### src/rtl/pixdly_pkg.sv
// Shared constants and helpers for the pixel delay line.
// Default geometry: three 8-bit colour channels, a 3-bit sync sideband
// (hsync/vsync/de) and eight shift stages.
package pixdly_pkg;

  localparam int PIXDLY_CH        = 3;
  localparam int PIXDLY_DW        = 8;
  localparam int PIXDLY_CW        = 3;
  localparam int PIXDLY_MAX_DEPTH = 8;

  // Ceiling log2, usable in constant expressions.
  function automatic int clog2(input int value);
    int res;
    int rem;
    res = 0;
    rem = value - 1;
    while (rem > 0) begin
      res = res + 1;
      rem = rem >> 1;
    end
    return res;
  endfunction

  localparam int PIXDLY_SELW   = clog2(PIXDLY_MAX_DEPTH);
  localparam int PIXDLY_DATA_W = PIXDLY_CH * PIXDLY_DW;

  // LSB position of a channel within a packed multi-channel word.
  function automatic int lane_lsb(input int lane, input int width);
    return lane * width;
  endfunction

endpackage

### src/rtl/pixdly_lane.sv
// One W-bit delay lane: a DEPTH-stage shift register that advances on ce,
// a tap mux selected by sel and a registered output. The clr input zeroes
// every stage and the output; data lanes tie it low, the valid lane uses it
// to drop in-flight samples on flush or delay change.
module pixdly_lane
  import pixdly_pkg::*;
#(
  parameter int W     = 8,
  parameter int DEPTH = 8,
  parameter int SELW  = 3
) (
  input  logic            clk,
  input  logic            rst_n,
  input  logic            ce,
  input  logic            clr,
  input  logic [SELW-1:0] sel,
  input  logic [W-1:0]    din,
  output logic [W-1:0]    dout
);

  logic [W-1:0] stage_q [DEPTH];
  logic [W-1:0] stage_d [DEPTH];
  logic [W-1:0] out_q;
  logic [W-1:0] out_d;
  logic [W-1:0] tap_s;

  // Tap mux: pick the stage addressed by sel (sel is already clamped upstream).
  always_comb begin
    tap_s = stage_q[0];
    for (int i = 1; i < DEPTH; i++) begin
      tap_s = (sel == SELW'(i)) ? stage_q[i] : tap_s;
    end
  end

  // Next state: clear wins over advance, stall holds everything.
  always_comb begin
    stage_d = stage_q;
    out_d   = out_q;
    if (clr) begin
      for (int i = 0; i < DEPTH; i++) begin
        stage_d[i] = '0;
      end
      out_d = '0;
    end else if (ce) begin
      stage_d[0] = din;
      for (int i = 1; i < DEPTH; i++) begin
        stage_d[i] = stage_q[i-1];
      end
      out_d = tap_s;
    end else begin
      out_d = out_q;
    end
  end

  // Stage and output registers with asynchronous clear.
  always_ff @(posedge clk or negedge rst_n) begin
    if (!rst_n) begin
      for (int i = 0; i < DEPTH; i++) begin
        stage_q[i] <= '0;
      end
      out_q <= '0;
    end else begin
      stage_q <= stage_d;
      out_q   <= out_d;
    end
  end

  assign dout = out_q;

endmodule

### src/rtl/pixel_delay_line.sv
// Multi-channel pixel delay line with runtime-selectable latency
// (delay_sel+1 advances), ce stall, valid qualification and frame flush.
// A change of the clamped delay select behaves like a flush so samples are
// never emitted with the wrong alignment.
// Build option: define PIXDLY_SIDEBAND_EN to build the control sideband lane;
// without it in_c is ignored and out_c is tied to zero.
module pixel_delay_line
  import pixdly_pkg::*;
#(
  parameter int CH        = PIXDLY_CH,
  parameter int DW        = PIXDLY_DW,
  parameter int CW        = PIXDLY_CW,
  parameter int MAX_DEPTH = PIXDLY_MAX_DEPTH,
  parameter int SELW      = PIXDLY_SELW
) (
  input  logic               clk,
  input  logic               rst_n,
  input  logic               ce,
  input  logic               flush,
  input  logic [SELW-1:0]    delay_sel,
  input  logic               in_valid,
  input  logic [CH*DW-1:0]   in_data,
  input  logic [CW-1:0]      in_c,
  output logic               out_valid,
  output logic [CH*DW-1:0]   out_data,
  output logic [CW-1:0]      out_c,
  output logic               primed
);

  localparam int              FW       = clog2(MAX_DEPTH + 1);
  localparam logic [SELW-1:0] SEL_MAX  = SELW'(MAX_DEPTH - 1);
  localparam logic [FW-1:0]   FILL_MAX = FW'(MAX_DEPTH);

  logic [SELW-1:0] eff_sel_s;
  logic            clr_s;
  logic [SELW-1:0] sel_q;
  logic [SELW-1:0] sel_d;
  logic [FW-1:0]   fill_q;
  logic [FW-1:0]   fill_d;
  logic            primed_q;
  logic            primed_d;

  // Clamp the select, detect a delay change and merge it with flush.
  always_comb begin
    eff_sel_s = (delay_sel > SEL_MAX) ? SEL_MAX : delay_sel;
    clr_s     = flush | (eff_sel_s != sel_q);
    sel_d     = eff_sel_s;
  end

  // Fill counter saturates at MAX_DEPTH; primed compares against the new select.
  always_comb begin
    if (clr_s) begin
      fill_d = '0;
    end else if (ce && (fill_q != FILL_MAX)) begin
      fill_d = fill_q + FW'(1);
    end else begin
      fill_d = fill_q;
    end
    primed_d = (fill_d >= (FW'(sel_d) + FW'(1)));
  end

  // Select, fill count and primed registers.
  always_ff @(posedge clk or negedge rst_n) begin
    if (!rst_n) begin
      sel_q    <= '0;
      fill_q   <= '0;
      primed_q <= 1'b0;
    end else begin
      sel_q    <= sel_d;
      fill_q   <= fill_d;
      primed_q <= primed_d;
    end
  end

  assign primed = primed_q;

  // Colour channel lanes; data is never cleared by flush.
  for (genvar k = 0; k < CH; k++) begin : g_data
    pixdly_lane #(.W(DW), .DEPTH(MAX_DEPTH), .SELW(SELW)) u_lane (
      .clk   (clk),
      .rst_n (rst_n),
      .ce    (ce),
      .clr   (1'b0),
      .sel   (sel_q),
      .din   (in_data[lane_lsb(k, DW) +: DW]),
      .dout  (out_data[lane_lsb(k, DW) +: DW])
    );
  end

  // Valid lane: the only lane cleared by flush or delay change.
  pixdly_lane #(.W(1), .DEPTH(MAX_DEPTH), .SELW(SELW)) u_valid (
    .clk   (clk),
    .rst_n (rst_n),
    .ce    (ce),
    .clr   (clr_s),
    .sel   (sel_q),
    .din   (in_valid),
    .dout  (out_valid)
  );

`ifdef PIXDLY_SIDEBAND_EN
  // Sideband lane follows the pixel with identical latency and stall rules.
  pixdly_lane #(.W(CW), .DEPTH(MAX_DEPTH), .SELW(SELW)) u_side (
    .clk   (clk),
    .rst_n (rst_n),
    .ce    (ce),
    .clr   (1'b0),
    .sel   (sel_q),
    .din   (in_c),
    .dout  (out_c)
  );
`else
  logic unused_c_s;
  assign unused_c_s = ^in_c;
  assign out_c      = '0;
`endif

endmodule

### config.mk
export PLATFORM = sky130hd
export DESIGN_NAME = pixel_delay_line
export DESIGN_NICKNAME = d
export VERILOG_FILES = /design/src/rtl/pixdly_pkg.sv /design/src/rtl/pixdly_lane.sv /design/src/rtl/pixel_delay_line.sv
export SDC_FILE = /design/constraint.sdc
export NUM_CORES = 1
export LEC_CHECK = 0
export BUFFER_PORTS_ARGS = -buffer_cell sky130_fd_sc_hd__buf_4
export CAP_MARGIN = 10
export CELL_PAD_IN_SITES_DETAIL_PLACEMENT = 0
export CELL_PAD_IN_SITES_GLOBAL_PLACEMENT = 1
export CORE_MARGIN = 2
export CORE_UTILIZATION = 50
export CTS_CLUSTER_DIAMETER = 80
export DETAILED_ROUTE_END_ITERATION = 8
export MAX_ROUTING_LAYER = met4
export PLACE_DENSITY_LB_ADDON = 0.1
export SLEW_MARGIN = 20
export SYNTH_ARGS = -nofsm -noshare
export SYNTH_HDL_FRONTEND = slang
export SYNTH_SLANG_ARGS = --single-unit
### constraint.sdc
create_clock -name clk -period 2.9 [get_ports clk]
set_input_delay 0.58 -clock clk [delete_from_list [all_inputs] [get_ports clk]]
set_output_delay 0.58 -clock clk [all_outputs]
set_load 0.01 [all_outputs]
## Yosys cells after proc, flatten, opt, wreduce, memory -nomap -nowiden

Index checks and enable logic that the tools add are counted.

| word-level totals | value |
|---|---|
| bits in registers | 233 |
| output and inout bits | 29 |
| word-level logic and storage cells | 90 |

| cells by class | value |
|---|---|
| add/subtract/negate cells | 2 |
| magnitude comparators | 2 |
| equality and inequality tests | 9 |
| multiplexer cells | 35 |
| bitwise gates (word level) | 1 |
| reductions and logical operators | 2 |

Operators by type and width:

| kind | number |
|---|---|
| $mux W8 | 23 |
| $eq A3 B3 Y1 const B | 4 |
| $mux W1 | 9 |
| $mux W4 | 2 |
| $eq A3 B2 Y1 const B | 2 |
| $add A3 B1 Y4 const B | 1 |
| $add A4 B1 Y4 const B | 1 |
| $ge A4 B4 Y1 | 1 |
| $ne A4 B4 Y1 const B | 1 |
| $eq A3 B1 Y1 const B | 1 |
| $gt A3 B3 Y1 const B | 1 |
| $mux W3 | 1 |
| $ne A3 B3 Y1 | 1 |
| $reduce_bool A2 Y1 | 1 |
| $logic_and A1 B1 Y1 | 1 |
| $or A1 B1 Y1 | 1 |

## Depth between registers and ports, before layout

| logic depth | value |
|---|---|
| depth in word-level cells | 10 |
| depth in mapped cells | 11 |
| depth with buffers taken out | 11 |

## Cells and area by module

A second synthesis with hierarchy kept.

| unflattened totals | value |
|---|---|
| cells, all modules | 1129 |
| area total of the unflattened synthesis | 11989.0 sq um |

Modules (own cells, without submodules):

| module | instances | cells each | area an instance (sq um) | seq. area each (sq um) |
|---|---|---|---|---|
| pixdly_lane at g_data[0].u_lane ... | 3 | 346 | 3676.0 | 1801.7 |
| pixel_delay_line | 1 | 55 | 534.3 | 200.2 |
| pixdly_lane at u_valid | 1 | 36 | 426.7 | 225.2 |

## Least setup slack after synthesis

Ideal clock, no wire load.

| timing path | value |
|---|---|
| path type | input to register |
| start | in delay_sel[2] |
| end | reg primed_q, in the netlist primed |
| library setup time | 0.118 ns |
| arrival time | 2.500 ns |
| required time | 2.782 ns |
| slack | 0.281 ns |
| stages | 9 |
| cell sequence | xor2_1 or4_1 clkbuf_1 or2_2 ha_1 nand2b_1 a21o_1 a21o_1 a21o_1 |

| between the ends | value |
|---|---|
| cells in the longest elaborated chain, start to end | 6 |
| elaborated cells on any way between the ends | 7 |

RTL lines:

| item | RTL line | RTL |
|---|---|---|
| start, declared | pixel_delay_line.sv:20 | `input logic [SELW-1:0] delay_sel,` |
| $gt A3 B3 Y1 | pixel_delay_line.sv:45 | `eff_sel_s = (delay_sel > SEL_MAX) ? SEL_MAX : delay_sel;` |
| $mux W3 (*) | pixel_delay_line.sv:45 |  |
| $ne A3 B3 Y1 | pixel_delay_line.sv:46 | `clr_s = flush \| (eff_sel_s != sel_q);` |
| $or A1 B1 Y1 | pixel_delay_line.sv:46 |  |
| $mux W4 | pixel_delay_line.sv:52 | `if (clr_s) begin` |
| $ge A4 B4 Y1 (*) | pixel_delay_line.sv:59 | `primed_d = (fill_d >= (FW'(sel_d) + FW'(1)));` |
| net primed_d | pixel_delay_line.sv:41 | `logic primed_d;` |
| end signal, assigned | pixel_delay_line.sv:71 | `primed_q <= primed_d;` |
| end, declared | pixel_delay_line.sv:40 | `logic primed_q;` |

The timed path passes the listed nets; every way through them passes the cells marked *.
A chain may end at the register's enable or synchronous reset.

## Worst setup path in the final report

| timing path | value |
|---|---|
| start | reg fill_q[0] |
| end | reg primed_q, in the netlist primed |

| between the ends | value |
|---|---|
| cells in the longest elaborated chain, start to end | 5 |
| elaborated cells on any way between the ends | 6 |

RTL lines:

| item | RTL line | RTL |
|---|---|---|
| start, declared | pixel_delay_line.sv:38 | `logic [FW-1:0] fill_q;` |
| start signal, assigned | pixel_delay_line.sv:70 | `fill_q <= fill_d;` |
| branches (longest 2 deep; another with $add A4 B1 Y4) | n/a |  |
| $mux W4 (*) | pixel_delay_line.sv:54 | `end else if (ce && (fill_q != FILL_MAX)) begin` |
| $mux W4 (*) | pixel_delay_line.sv:52 |  |
| $ge A4 B4 Y1 (*) | pixel_delay_line.sv:59 |  |
| net primed_d | pixel_delay_line.sv:41 |  |

Mark *: on every way through the listed nets, which the timed path passes.

==> reports/qor.tcl <==
set qor(floorplan.rows) 54
set qor(fillCellCount) 1784
set qor(htreeDepth) 1
set qor(worst_path_class_setup) {reg -> reg}
set qor(post_layout_nonfiller_instances) 1219
set qor(timing.fmax_mhz) 398
set qor(timing.critical_path.to_type) {flip-flop}
set qor(arrival_time_reported_for_the_critical_path_endpoint_ps) 2940
set qor(violations) {hold timing}
set qor(grt_pass1_vias) 7597
set qor(post-cts-setup-buffers) 0
set qor(firstDrtPassIters) 7
set qor(reg2reg_from) {fill_q[0]$_DFF_PN0_}
set qor(die_area_um2) 23400
set qor(sw_frac_of_total_pct) 26.5
set qor(finalWeightedCongestion) 0.759
set qor(slowest_library_cell_on_the_worst_path) {dfrtp_1}
set qor(floorplan.io_pins) 64
set qor(netlist_top_cells_area) {dfrtp_1 52%, mux2_2 19%, mux2i_1 5.1%, a22oi_1 3.0%, o21ai_0 2.1%}
set qor(area.growth.synth_to_final_pct) 14.5
set qor(grt_start_max_net_pins) 131
set qor(post-route-period-util_pct) 86.6
set qor(postSynthCellCount) 893
set qor(core-area_um2) 21800
set qor(slew_headroom_pct) 53.1
set qor(crit_family) {compound AO/OA/AOI/OAI gates}
set qor(crit_top_cell) {a21o_1}
set qor(reg2reg_to) {primed$_DFF_PN0_}
set qor(post-route-drc-count) 0
set qor(fin_setup_tns_ps) 0
set qor(maxCapViolations) 0
set qor(cpPeakStageDelay_ps) 400
set qor(area_share_of_the_largest_cell_type_after_synthesis_pct) 52.5
set qor(timing.final.hold_violations) 9
set qor(n_antenna_cell) 0
set qor(run_status) {finished with violations}
set qor(netlist_area_um2) 11100
set qor(die_h_um) 153
set qor(post_cts.resized_instances) 0
set qor(drt_iter0_markers) 423
set qor(crit_path_cell_trace) {inv_1 > ha_1 > nand2_1 > o21ai_0 > xnor2_1 > or2_2 > ha_1 > nand2b_1 > a21o_1 > a21o_1 > a21o_1}
set qor(number_of_pins_with_negative_max_slew_slack_in_the_final_report) 0
set qor(antenna_left) 0
set qor(reg2reg_setup_slack_ps) 390
set qor(final_setup_vio_count) 0
set qor(hold_path_class) {in -> async}
set qor(grtUsageTotal_pct) 20.7
set qor(p_leak_nw) 5.56
set qor(final_period_minus_worst_setup_slack_ps) 2510
set qor(routed-via-count) 7140
set qor(finalWirelength_um) 23200
set qor(cts.path.max_buffers) 3
set qor(powerDensity_nw_per_um2) 783
set qor(initial_core_util_pct) 50.9
set qor(clock-skew-final_ps) 14.6
set qor(clockPowerShare_pct) 35.5
set qor(worst_margin_pin_slew_ps) 704
set qor(worst_slack_ps) 389
set qor(cts_hold_repair.buffers) 0
set qor(combPwrFrac_pct) 18.2
set qor(register_clock_pin_slew_on_the_reported_worst_setup_and_hold_paths_ps) 60
set qor(synthDominantAreaCellType) {dfrtp_1}
set qor(tritoncts.num_buffers) 27
set qor(peak_fanout_along_the_critical_path) 3
set qor(dpl.cell_count) 1169
set qor(cts_sinks) 233
set qor(p_total_mw) 9.96
set qor(peakVddDrop_v) 0.000504
set qor(int_power_mw) 7.32
set qor(vias_per_cell) 5.86
set qor(critical_path_required_ps) 3330
set qor(synth.ff_latch_count) 233
set qor(tritoncts) {done}
set qor(global_route.overflow_total) 0
set qor(clkLatencyLatePin_ps) 540
set qor(first_pass_grt_wire_length_um) 39000
set qor(share_seq_of_total_power_pct) 46.3
set qor(synth-seq-area-share_pct) 52.5
set qor(number_of_antenna_violations_at_the_first_check_in_global_routing) 0
set qor(ys_types) 42
set qor(crit_buf_inv) 1
set qor(layout_cell_share_with_drive_strength_beyond_1_pct) 34.1
set qor(critPathLaunchType) {flip-flop}
set qor(floorplan.die.width_um) 153
set qor(clockRootBuffer) {clkbuf_16}
set qor(synth.yosys.warnings) 0
set qor(syn_avg_cell_area_um2) 12.4
set qor(port-buffer-count) 57
set qor(place_worst_setup_slack_ps) 205
set qor(finish.net_count) 960
set qor(place_hpwl_um) 13200
set qor(worstRegToRegCells) 11
set qor(worst_hold_slack_ps) -11.4
set qor(routedWlPerCell_um) 19.1
set qor(rsz_0062_raised_after_global_routing) {false}
set qor(switchingPower_mw) 2.64
==> state kept, by name, summed over array words and instances (netlist names) <==
| register | count |
|---|---|
| sel_q | 3 |
| primed | 1 |
| u_valid.dout | 1 |
| u_valid.stage_q | 8 |
| fill_q | 4 |
| g_data.u_lane.dout | 24 |
| g_data.u_lane.stage_q | 192 |
==> routing by layer <==
layer	vias up	GRT usage, %	part of all wire [%]
met1	3636	27.0	45
met2	128	34.4	49
met5	-	-	0
met3	44	3.09	4.6
met4	0	4.59	2.0
li1	3332	-	-
==> logic make-up (layout without fill, tap and decap cells) <==
group	after synthesis	in the layout	share of synthesized area, %
multiplexers	249	249	24.6
flip-flops	233	233	52.5
AO/OA/AOI/OAI	207	207	13.4
AND/OR/NAND/NOR	103	103	4.62
buffers and inverters	86	130	3.55
adder cells (fa/ha/maj)	7	7	0.788
XOR/XNOR	7	7	0.552
other	1	3	0.0337
==> cell type report <==
type	count	area, µm²	share of cell area [%]
inverter	6	22.5	0.177
tap	280	350	2.75
multi-input combinational	576	4900	38.5
timing repair buffer	74	657	5.16
clock inverter	10	133	1.04
sequential	233	5840	45.9
clock buffer	40	815	6.40
==> through the flow <==
stage	area (µm²)	utilization [%]
6_report	12700	58.3
5_1_grt	12700	58.3
4_1_cts	12700	58.3
3_5_place_dp	11800	53.9
3_3_place_gp	11800	53.9
2_1_floorplan	11100	-
==> layout by cell type (no fill, tap or decap), types with 7 or more instances in the layout <==
| cell | netlist | routed |
|---|---|---|
| mux2i_1 | 57 | 57 |
| o21ai_0 | 46 | 46 |
| ha_1 | 7 | 7 |
| a2bb2oi_1 | 22 | 22 |
| nor3b_1 | 23 | 23 |
| o2bb2ai_1 | 22 | 22 |
| dfrtp_1 | 233 | 230 |
| mux2_2 | 192 | 192 |
| a22oi_1 | 45 | 45 |
| clkbuf_8 | 0 | 10 |
| clkbuf_16 | 0 | 27 |
| nor2_1 | 37 | 37 |
| buf_4 | 7 | 65 |
| nand2_1 | 27 | 27 |
| o21a_1 | 22 | 22 |
| o21bai_1 | 23 | 23 |
| buf_12 | 0 | 7 |
==> how the worst max path moves through the flow <==
| stage | from | endpoint | slack (ps) | cells past startpoint |
|---|---|---|---|---|
| after global placement | delay_sel[2] | primed$_DFF_PN0_ | 200 | 9 |
| after detailed placement | delay_sel[2] | primed$_DFF_PN0_ | 210 | 9 |
| after CTS | fill_q[0]$_DFF_PN0_ | primed$_DFF_PN0_ | 360 | 11 |
| after global routing | fill_q[0]$_DFF_PN0_ | primed$_DFF_PN0_ | 260 | 11 |
| after floorplan | delay_sel[2] | primed$_DFF_PN0_ | 280 | 9 |
| final | fill_q[0]$_DFF_PN0_ | primed$_DFF_PN0_ | 390 | 11 |
==> power by group through the flow <==
stage	Combinational (mW)	Sequential, mW	Clock, mW
after global placement	1.77	4.60	0
after detailed placement	1.84	4.67	0
after floorplan	1.35	4.52	0
after global routing	2.01	4.74	3.75
after CTS	1.85	4.62	3.62
final	1.82	4.61	3.53
==> cell usage after synthesis <==
library cell	n
xnor2_1	2
o2bb2ai_1	22
o21bai_1	23
mux2i_1	57
a22oi_1	45
conb_1	1
o22ai_1	4
inv_2	1
inv_1	5
nand4_1	1
ha_1	7
o211ai_1	3
a21oi_1	4
a31oi_1	2
nand2b_1	3
o21a_1	22
buf_2	35
a32oi_1	2
a221oi_1	1
and3_1	2
a21o_1	5
mux2_2	192
buf_1	2
o21ai_0	46
clkbuf_1	35
nor2b_1	4
nand3_1	1
a211o_1	1
a2bb2oi_1	22
or2_2	3
xor2_1	5
clkbuf_2	1
a32o_1	2
nor2_1	37
nor4_1	1
a211oi_1	1
or4_1	1
nor3b_1	23
nand2_1	27
o22a_1	2
buf_4	7
dfrtp_1	233
Power figures use the tool's default switching activity.
